--- config.mk ---
export PLATFORM = sky130hd
export DESIGN_NAME = hc05_spi_flat
export DESIGN_NICKNAME = d
export VERILOG_FILES = /design/src/rtl/hc05_spi_pkg.sv /design/src/rtl/hc05_spi_if.sv /design/src/rtl/hc05_spi.sv /design/src/flat_wrapper.sv
export SDC_FILE = /design/constraint.sdc
export NUM_CORES = 1
export LEC_CHECK = 0
export CELL_PAD_IN_SITES_DETAIL_PLACEMENT = 2
export CELL_PAD_IN_SITES_GLOBAL_PLACEMENT = 2
export CORE_MARGIN = 2
export CORE_UTILIZATION = 35
export CTS_CLUSTER_SIZE = 40
export DETAILED_ROUTE_END_ITERATION = 10
export HOLD_SLACK_MARGIN = 0.03
export PLACE_DENSITY_LB_ADDON = 0.05
export RECOVER_POWER = 25
export SLEW_MARGIN = 30
export SYNTH_ARGS = -nofsm -noshare
export SYNTH_HDL_FRONTEND = slang
export SYNTH_SLANG_ARGS = --single-unit
--- constraint.sdc ---
create_clock -name clk -period 4.19 [get_ports clk]
set_clock_uncertainty 0.05 [all_clocks]
set_input_delay 1.257 -clock clk [delete_from_list [all_inputs] [get_ports clk]]
set_output_delay 1.257 -clock clk [all_outputs]
set_load 0.005 [all_outputs]
--- src/rtl/hc05_spi_pkg.sv ---
// rtl/hc05_spi_pkg.sv - shared constants, state enum and prescale helpers for hc05_spi
//
// Purpose: register offsets, bit positions, the transfer FSM states and the
// SPR-to-divider mapping used by the SPI register model.
package hc05_spi_pkg;

  // Register offsets on the 2-bit CPU address.
  localparam logic [1:0] ADDR_SPCR = 2'd0;
  localparam logic [1:0] ADDR_SPSR = 2'd1;
  localparam logic [1:0] ADDR_SPDR = 2'd2;

  // SPCR bit positions.
  localparam int BIT_SPIE = 7;
  localparam int BIT_SPE  = 6;
  localparam int BIT_MSTR = 4;

  // SPSR bit positions.
  localparam int BIT_SPIF = 7;
  localparam int BIT_WCOL = 6;
  localparam int BIT_MODF = 4;

  typedef enum logic [1:0] {
    IDLE  = 2'd0,
    SHIFT = 2'd1,
    DONE  = 2'd2
  } state_t;

  // Shift-clock divider selected by SPR.
  function automatic logic [5:0] spr_to_div(input logic [1:0] spr);
    case (spr)
      2'd0:    return 6'd2;
      2'd1:    return 6'd4;
      2'd2:    return 6'd16;
      default: return 6'd32;
    endcase
  endfunction

  // Down-counter preload covering all 8 bits: 8*div - 1 (max 255).
  function automatic logic [7:0] spr_to_load(input logic [1:0] spr);
    logic [8:0] w_full;
    w_full = {spr_to_div(spr), 3'b000} - 9'd1;
    return w_full[7:0];
  endfunction

endpackage

--- src/rtl/hc05_spi_if.sv ---
// rtl/hc05_spi_if.sv - byte-wide SPI hand-off interface between hc05_spi and the servo HLE
//
// Purpose: carries one completed transfer per write strobe.
// Signals:
//   write - one-cycle strobe, the byte on mosi is handed over
//   mosi  - shift register contents (held at all times)
//   miso  - servo answer, combinational, sampled during the strobe
interface parallelel_spi;
  logic       write;
  logic [7:0] mosi;
  logic [7:0] miso;

  modport master (output write, output mosi, input miso);
  modport slave  (input write, input mosi, output miso);
endinterface

--- src/rtl/hc05_spi.sv ---
// rtl/hc05_spi.sv - 68HC05 SPI register model driving the parallelel_spi byte interface
//
// Purpose: SPCR/SPSR/SPDR registers, transfer timing from a single prescale
// down-counter, SPIF/WCOL/MODF flags with the status-read clearing sequence,
// and the SPI interrupt.
// Ports:
//   clk, reset      - clock, asynchronous active-high reset
//   clk_en          - CPU clock enable; only the prescaler counts it
//   sel, addr, wr, rd, din, dout - CPU register bus (dout combinational)
//   mode_fault      - forced mode fault from the servo HLE
//   irq             - SPIE & (SPIF | MODF), registered
//   spi             - master side of parallelel_spi
module hc05_spi
  import hc05_spi_pkg::*;
(
  input  logic          clk,
  input  logic          reset,
  input  logic          clk_en,
  input  logic          sel,
  input  logic [1:0]    addr,
  input  logic          wr,
  input  logic          rd,
  input  logic [7:0]    din,
  output logic [7:0]    dout,
  input  logic          mode_fault,
  output logic          irq,
  parallelel_spi.master spi
);

  state_t     r_state;
  state_t     w_state_nxt;
  logic [7:0] r_spcr;
  logic [7:0] r_shift;
  logic [7:0] r_rxbuf;
  logic [7:0] r_cnt;
  logic       r_spif;
  logic       r_wcol;
  logic       r_modf;
  logic       r_arm_dat;
  logic       r_arm_modf;
  logic       r_irq;

  logic [7:0] w_spcr_nxt;
  logic       w_spif_nxt;
  logic       w_wcol_nxt;
  logic       w_modf_nxt;
  logic       w_arm_dat_nxt;
  logic       w_arm_modf_nxt;

  logic       w_wr_spcr;
  logic       w_rd_spsr;
  logic       w_wr_spdr;
  logic       w_acc_spdr;
  logic       w_start;
  logic       w_cnt_end;

  assign w_wr_spcr  = sel & wr & (addr == ADDR_SPCR);
  assign w_rd_spsr  = sel & rd & (addr == ADDR_SPSR);
  assign w_wr_spdr  = sel & wr & (addr == ADDR_SPDR);
  assign w_acc_spdr = sel & (rd | wr) & (addr == ADDR_SPDR);

  // A mode fault in the start cycle drops SPE/MSTR, so it also blocks the start.
  assign w_start   = (r_state == IDLE) & w_wr_spdr & r_spcr[BIT_SPE] & r_spcr[BIT_MSTR] & ~mode_fault;
  assign w_cnt_end = clk_en & (r_cnt == 8'd0);

  // FSM state register
  always_ff @(posedge clk or posedge reset) begin
    if (reset) begin
      r_state <= IDLE;
    end else begin
      r_state <= w_state_nxt;
    end
  end

  // FSM next state and strobe output
  always_comb begin
    w_state_nxt = r_state;
    spi.write   = 1'b0;
    case (r_state)
      IDLE: begin
        if (w_start) w_state_nxt = SHIFT;
      end
      SHIFT: begin
        if (mode_fault)     w_state_nxt = IDLE;
        else if (w_cnt_end) w_state_nxt = DONE;
      end
      DONE: begin
        // Strobe survives a coincident mode fault: the servo has already taken the byte.
        spi.write   = 1'b1;
        w_state_nxt = IDLE;
      end
      default: w_state_nxt = IDLE;
    endcase
  end

  assign spi.mosi = r_shift;

  // Register and flag next values; later assignments take priority.
  always_comb begin
    w_spcr_nxt     = r_spcr;
    w_spif_nxt     = r_spif;
    w_wcol_nxt     = r_wcol;
    w_modf_nxt     = r_modf;
    w_arm_dat_nxt  = r_arm_dat;
    w_arm_modf_nxt = r_arm_modf;

    if (w_wr_spcr) w_spcr_nxt = din;
    if (mode_fault) begin
      w_spcr_nxt[BIT_SPE]  = 1'b0;
      w_spcr_nxt[BIT_MSTR] = 1'b0;
    end

    // Arm on a status read that saw the flag; the matching access clears.
    if (w_rd_spsr && (r_spif || r_wcol)) w_arm_dat_nxt  = 1'b1;
    if (w_rd_spsr && r_modf)             w_arm_modf_nxt = 1'b1;
    if (w_acc_spdr && r_arm_dat) begin
      w_spif_nxt    = 1'b0;
      w_wcol_nxt    = 1'b0;
      w_arm_dat_nxt = 1'b0;
    end
    if (w_wr_spcr && r_arm_modf) begin
      w_modf_nxt     = 1'b0;
      w_arm_modf_nxt = 1'b0;
    end

    // New events override a clear in the same cycle.
    if (w_wr_spdr && (r_state != IDLE)) w_wcol_nxt = 1'b1;
    if (r_state == DONE)                w_spif_nxt = 1'b1;
    if (mode_fault)                     w_modf_nxt = 1'b1;
  end

  always_ff @(posedge clk or posedge reset) begin
    if (reset) begin
      r_spcr     <= 8'h00;
      r_shift    <= 8'h00;
      r_rxbuf    <= 8'h00;
      r_cnt      <= 8'h00;
      r_spif     <= 1'b0;
      r_wcol     <= 1'b0;
      r_modf     <= 1'b0;
      r_arm_dat  <= 1'b0;
      r_arm_modf <= 1'b0;
      r_irq      <= 1'b0;
    end else begin
      r_spcr     <= w_spcr_nxt;
      r_spif     <= w_spif_nxt;
      r_wcol     <= w_wcol_nxt;
      r_modf     <= w_modf_nxt;
      r_arm_dat  <= w_arm_dat_nxt;
      r_arm_modf <= w_arm_modf_nxt;
      // Built from next-state flags so irq rises with the flag it reports.
      r_irq      <= w_spcr_nxt[BIT_SPIE] & (w_spif_nxt | w_modf_nxt);

      // Shift register only accepts CPU data while idle; busy writes are collisions.
      if ((r_state == IDLE) && w_wr_spdr) r_shift <= din;

      if (w_start) begin
        r_cnt <= spr_to_load(r_spcr[1:0]);
      end else if ((r_state == SHIFT) && clk_en && (r_cnt != 8'd0)) begin
        r_cnt <= r_cnt - 8'd1;
      end

      if (r_state == DONE) r_rxbuf <= spi.miso;
    end
  end

  assign irq = r_irq;

  always_comb begin
    dout = 8'hFF;
    case (addr)
      ADDR_SPCR: dout = r_spcr;
      ADDR_SPSR: dout = {r_spif, r_wcol, 1'b0, r_modf, 4'b0000};
      ADDR_SPDR: dout = r_rxbuf;
      default:   dout = 8'hFF;
    endcase
  end

endmodule
--- src/flat_wrapper.sv ---
// flat-port wrapper written by rule: the top's interface ports become plain ports
module hc05_spi_flat import hc05_spi_pkg::*;
  (clk, reset, clk_en, sel, addr, wr, rd, din, dout, mode_fault, irq, spi_write, spi_mosi, spi_miso);
  parallelel_spi spi_i ();
  input  logic clk;
  input  logic reset;
  input  logic clk_en;
  input  logic sel;
  input  logic [1:0] addr;
  input  logic wr;
  input  logic rd;
  input  logic [7:0] din;
  output logic [7:0] dout;
  input  logic mode_fault;
  output logic irq;
  output wire logic [$bits(spi_i.write)-1:0] spi_write;
  output wire logic [$bits(spi_i.mosi)-1:0] spi_mosi;
  input wire logic [$bits(spi_i.miso)-1:0] spi_miso;
  assign spi_write = spi_i.write;
  assign spi_mosi = spi_i.mosi;
  assign spi_i.miso = spi_miso;
  hc05_spi u_core (.clk(clk), .reset(reset), .clk_en(clk_en), .sel(sel), .addr(addr), .wr(wr), .rd(rd), .din(din), .dout(dout), .mode_fault(mode_fault), .irq(irq), .spi(spi_i));
endmodule
==> key figures, run 1 <==
Finish
  • N_diodes: 0
  • Fin cells: 285
  • # fillers: 561
  • Most frequent cells in the layout: dfrtp_1, clkdlybuf4s50_1, mux2_2
  • Post-layout net count: 240
  • Layout cell share with drive strength beyond 1: 22.5%
  • Synthesis-to-layout area growth: 31.3%
  • Register area: roughly 1000 µm²
  • Multi-input gate area: between 900 and 1000 µm²
  • Final Core Density: 47.2%
  • Commonest non-fill, non-tap cell in the layout: dfrtp_1

Drt
  • WL final: between 5000 and 6000 µm
  • Final ANT Viol Nets: 0
  • Via density: 5.36
  • # DRC: 0
  • DRT iter0 DRCs: 50
  • Via Count: 1528
  • Avg WL per Cell: 19.3 µm
  • Iteration count of the initial detailed-routing pass: 4

Die
  • Die height: 79.0 µm
  • Die Area: 6240 µm²
  • Core area: 5470 µm²
  • Horiz. Die Dim: 79.0 µm
  • Initial Utilization: 36.0%
  • I/O pins: 43
  • Cell Rows: 27

Yosys
  • Cells after synthesis: roughly 160
  • Number of flops mapped to enable cells by yosys: 0
  • Synthesized area: between 1500 and 2000 µm²
  • Asr flop ratio synth: 100%
  • Register bit count reported by yosys: 40
  • YS warnings: 0
  • Part of the Yosys area used for sequential elements: 50.8%
  • Net Count, Synth: 192
  • Synth Area per Inst: 12.0 µm²
  • Main synth FF type: dfrtp_1
  • Distinct cells, synth: 43

CTS
  • CTS H-tree depth: 2
  • Reg clk slew, reported paths: 0.07 ns
  • CTS tree: yes
  • Later-pin clock latency in the skew report: 0.29 ns
  • TritonCTS buffer count: 5
  • Clock Tree Root: clkbuf_8
  • Bufs on Longest Clock Path: 2
  • Postcts setup bufs: 0
  • TritonCTS Sinks: 40

Critical path
  • Worst-path fanout max: 8
  • Worst Path Required: 2.88 ns
  • Worst path max stage delay: 0.50 ns
  • Startpoint types: primary input
  • Crit path cell chain: clkdlybuf4s50_1 -> nand2b_1 -> buf_4 -> o22a_1 -> clkdlybuf4s50_1
  • Slowest cell on crit path: clkdlybuf4s50_1
  • Kind of critical path: primary input to primary output
  • WP data arrival: 2.68 ns
  • Crit path capture type: primary output
  • Cell mode on critical path: clkdlybuf4s50_1

Power
  • P_leak: 0.00107 µW
  • Total Power: 924 µW
  • Worst vdd ir: 0.157 mV
  • Power Dens Cells: 357 nW/µm²

STA
  • Final setup viols: 0
  • Pins over their slew limit: 0
  • RSZ-0062 raised after global routing: no
  • Final Cycle Share: 95.1%
  • Hold Slack: 0.440 ns
  • Final min period: 3.99 ns
  • Max Fclk: 0.251 GHz
  • Worst relative slew slack: 44.3%
  • Setup TNS: 0 ns
  • Final hold violation count: 0
  • Worst-Margin Slew: 0.835 ns

Min path
  • Hold Crit Class: flip-flop to flip-flop

GRT
  • First-pass GRT wire length: slightly above 9000 µm
  • Vias in the first global route: 1793
  • GRT overflow: 0
  • Total GRT Usage: 19.5%
  • Largest net degree at the start of global routing: 21
  • Initial antenna violation count: 0

Place
  • Routability Congestion: 0.892
  • DP Wirelength: roughly 4300 µm
  • Cell count after placement: 277
  • Port-buffer cells: 42

Outcome
  • Status: finished clean

Run
  • Max-cap viol count: 0
cell families after synthesis:
kind of cell	after synthesis	synth area share (%)
AND/OR/NAND/NOR	52	17.0
flip-flops	40	50.8
AO/OA/AOI/OAI	28	11.2
adder cells (fa/ha/maj)	3	1.91
multiplexers	29	16.3
buffers and inverters	12	2.80
layer usage:
metal  wire length [µm]  up-vias  GRT usage [%]
met5                  0        -              0
met4                 96        0           7.41
met3                214       10           4.32
met2               2860       32           33.8
met1               2330      787           23.7
li1                   -      699              -
sequential cells by signal, summed over array words and instances (netlist names):
register / cells
u_core.r_arm_modf: 1
u_core.r_arm_dat: 1
u_core.r_rxbuf: 8
u_core.r_spcr: 8
u_core.r_wcol: 1
u_core.r_spif: 1
u_core.r_state: 2
u_core.r_modf: 1
u_core.irq: 1
u_core.spi.mosi: 8
u_core.r_cnt: 8
where the power goes:
part           switching [µW]  internal (µW)
Sequential               30.6            433
Clock                     139            133
Combinational            64.2            124
Total                     233            690
path summary, 6_finish.rpt:
check                                          to               from  slack (ns)  cells after the start
min in group asynchronous              u_core.irq              reset        1.52                      2
max in group asynchronous       u_core.r_state[0]              reset        1.86                      3
worst min-delay path            u_core.r_arm_modf  u_core.r_arm_modf        0.44                      1
worst max-delay path                      dout[3]            addr[1]        0.20                      5
worst min register to register  u_core.r_arm_modf  u_core.r_arm_modf        0.44                      1
worst max register to register    u_core.r_cnt[2]    u_core.r_cnt[0]        2.24                      6
timing repair:
action / CTS / global route
resized for setup: 1 / 0
hold buffers: 0 / 0
endpoints found under the setup margin: 2 / 0
layout make-up:
class	count	area share (%)
clock buffer	6	3.19
timing repair buffer	48	18.0
clock inverter	2	0.581
tap	72	3.48
sequential	40	38.7
multi-input combinational	112	35.3
inverter	5	0.726
synth_stat cells, drive strengths merged (2+ instances only):
| library cell | instances | area, µm² |
|---|---|---|
| nor2b | 7 | 43.8 |
| nand2 | 6 | 22.5 |
| nand4b | 3 | 32.5 |
| buf | 6 | 32.5 |
| nor2 | 10 | 37.5 |
| mux2 | 25 | 282 |
| nand2b | 2 | 12.5 |
| or3 | 2 | 12.5 |
| or2 | 3 | 18.8 |
| nand3b | 2 | 15.0 |
| dfrtp | 40 | 1000 |
| nand4 | 2 | 12.5 |
| a31oi | 3 | 25.0 |
| ha | 3 | 37.5 |
| nor3 | 5 | 25.0 |
| a21oi | 4 | 20.0 |
| a211oi | 4 | 30.0 |
| o22a | 8 | 70.1 |
| inv | 5 | 18.8 |
| or4 | 2 | 18.8 |
| mux2i | 4 | 40.0 |
worst max-delay path, delay by kind of cell:
kind            cells  cell delay (ns)
buf+inv             3             1.13
simple gates        1             0.08
compound gates      1             0.22
stage by stage:
step           setup slack (ns)  instance area [µm²]
2_1_floorplan             0.948                 1970
3_3_place_gp             0.0282                 2490
3_5_place_dp           0.000461                 2490
4_1_cts                   0.190                 2580
5_1_grt                   0.142                 2580
6_report                  0.205                 2580
(Power assumes the default switching activity.)
==> run 2, diff against run 1 <==
--- a/config.mk
+++ b/config.mk
@@ -11,6 +11,7 @@
 export CORE_UTILIZATION = 35
 export CTS_CLUSTER_SIZE = 40
 export DETAILED_ROUTE_END_ITERATION = 10
+export GPL_TIMING_DRIVEN = 1
 export HOLD_SLACK_MARGIN = 0.03
 export PLACE_DENSITY_LB_ADDON = 0.05
 export RECOVER_POWER = 25
==> results of run 2 <==
Final layout, timing and power as in run 1 (identical DEF).
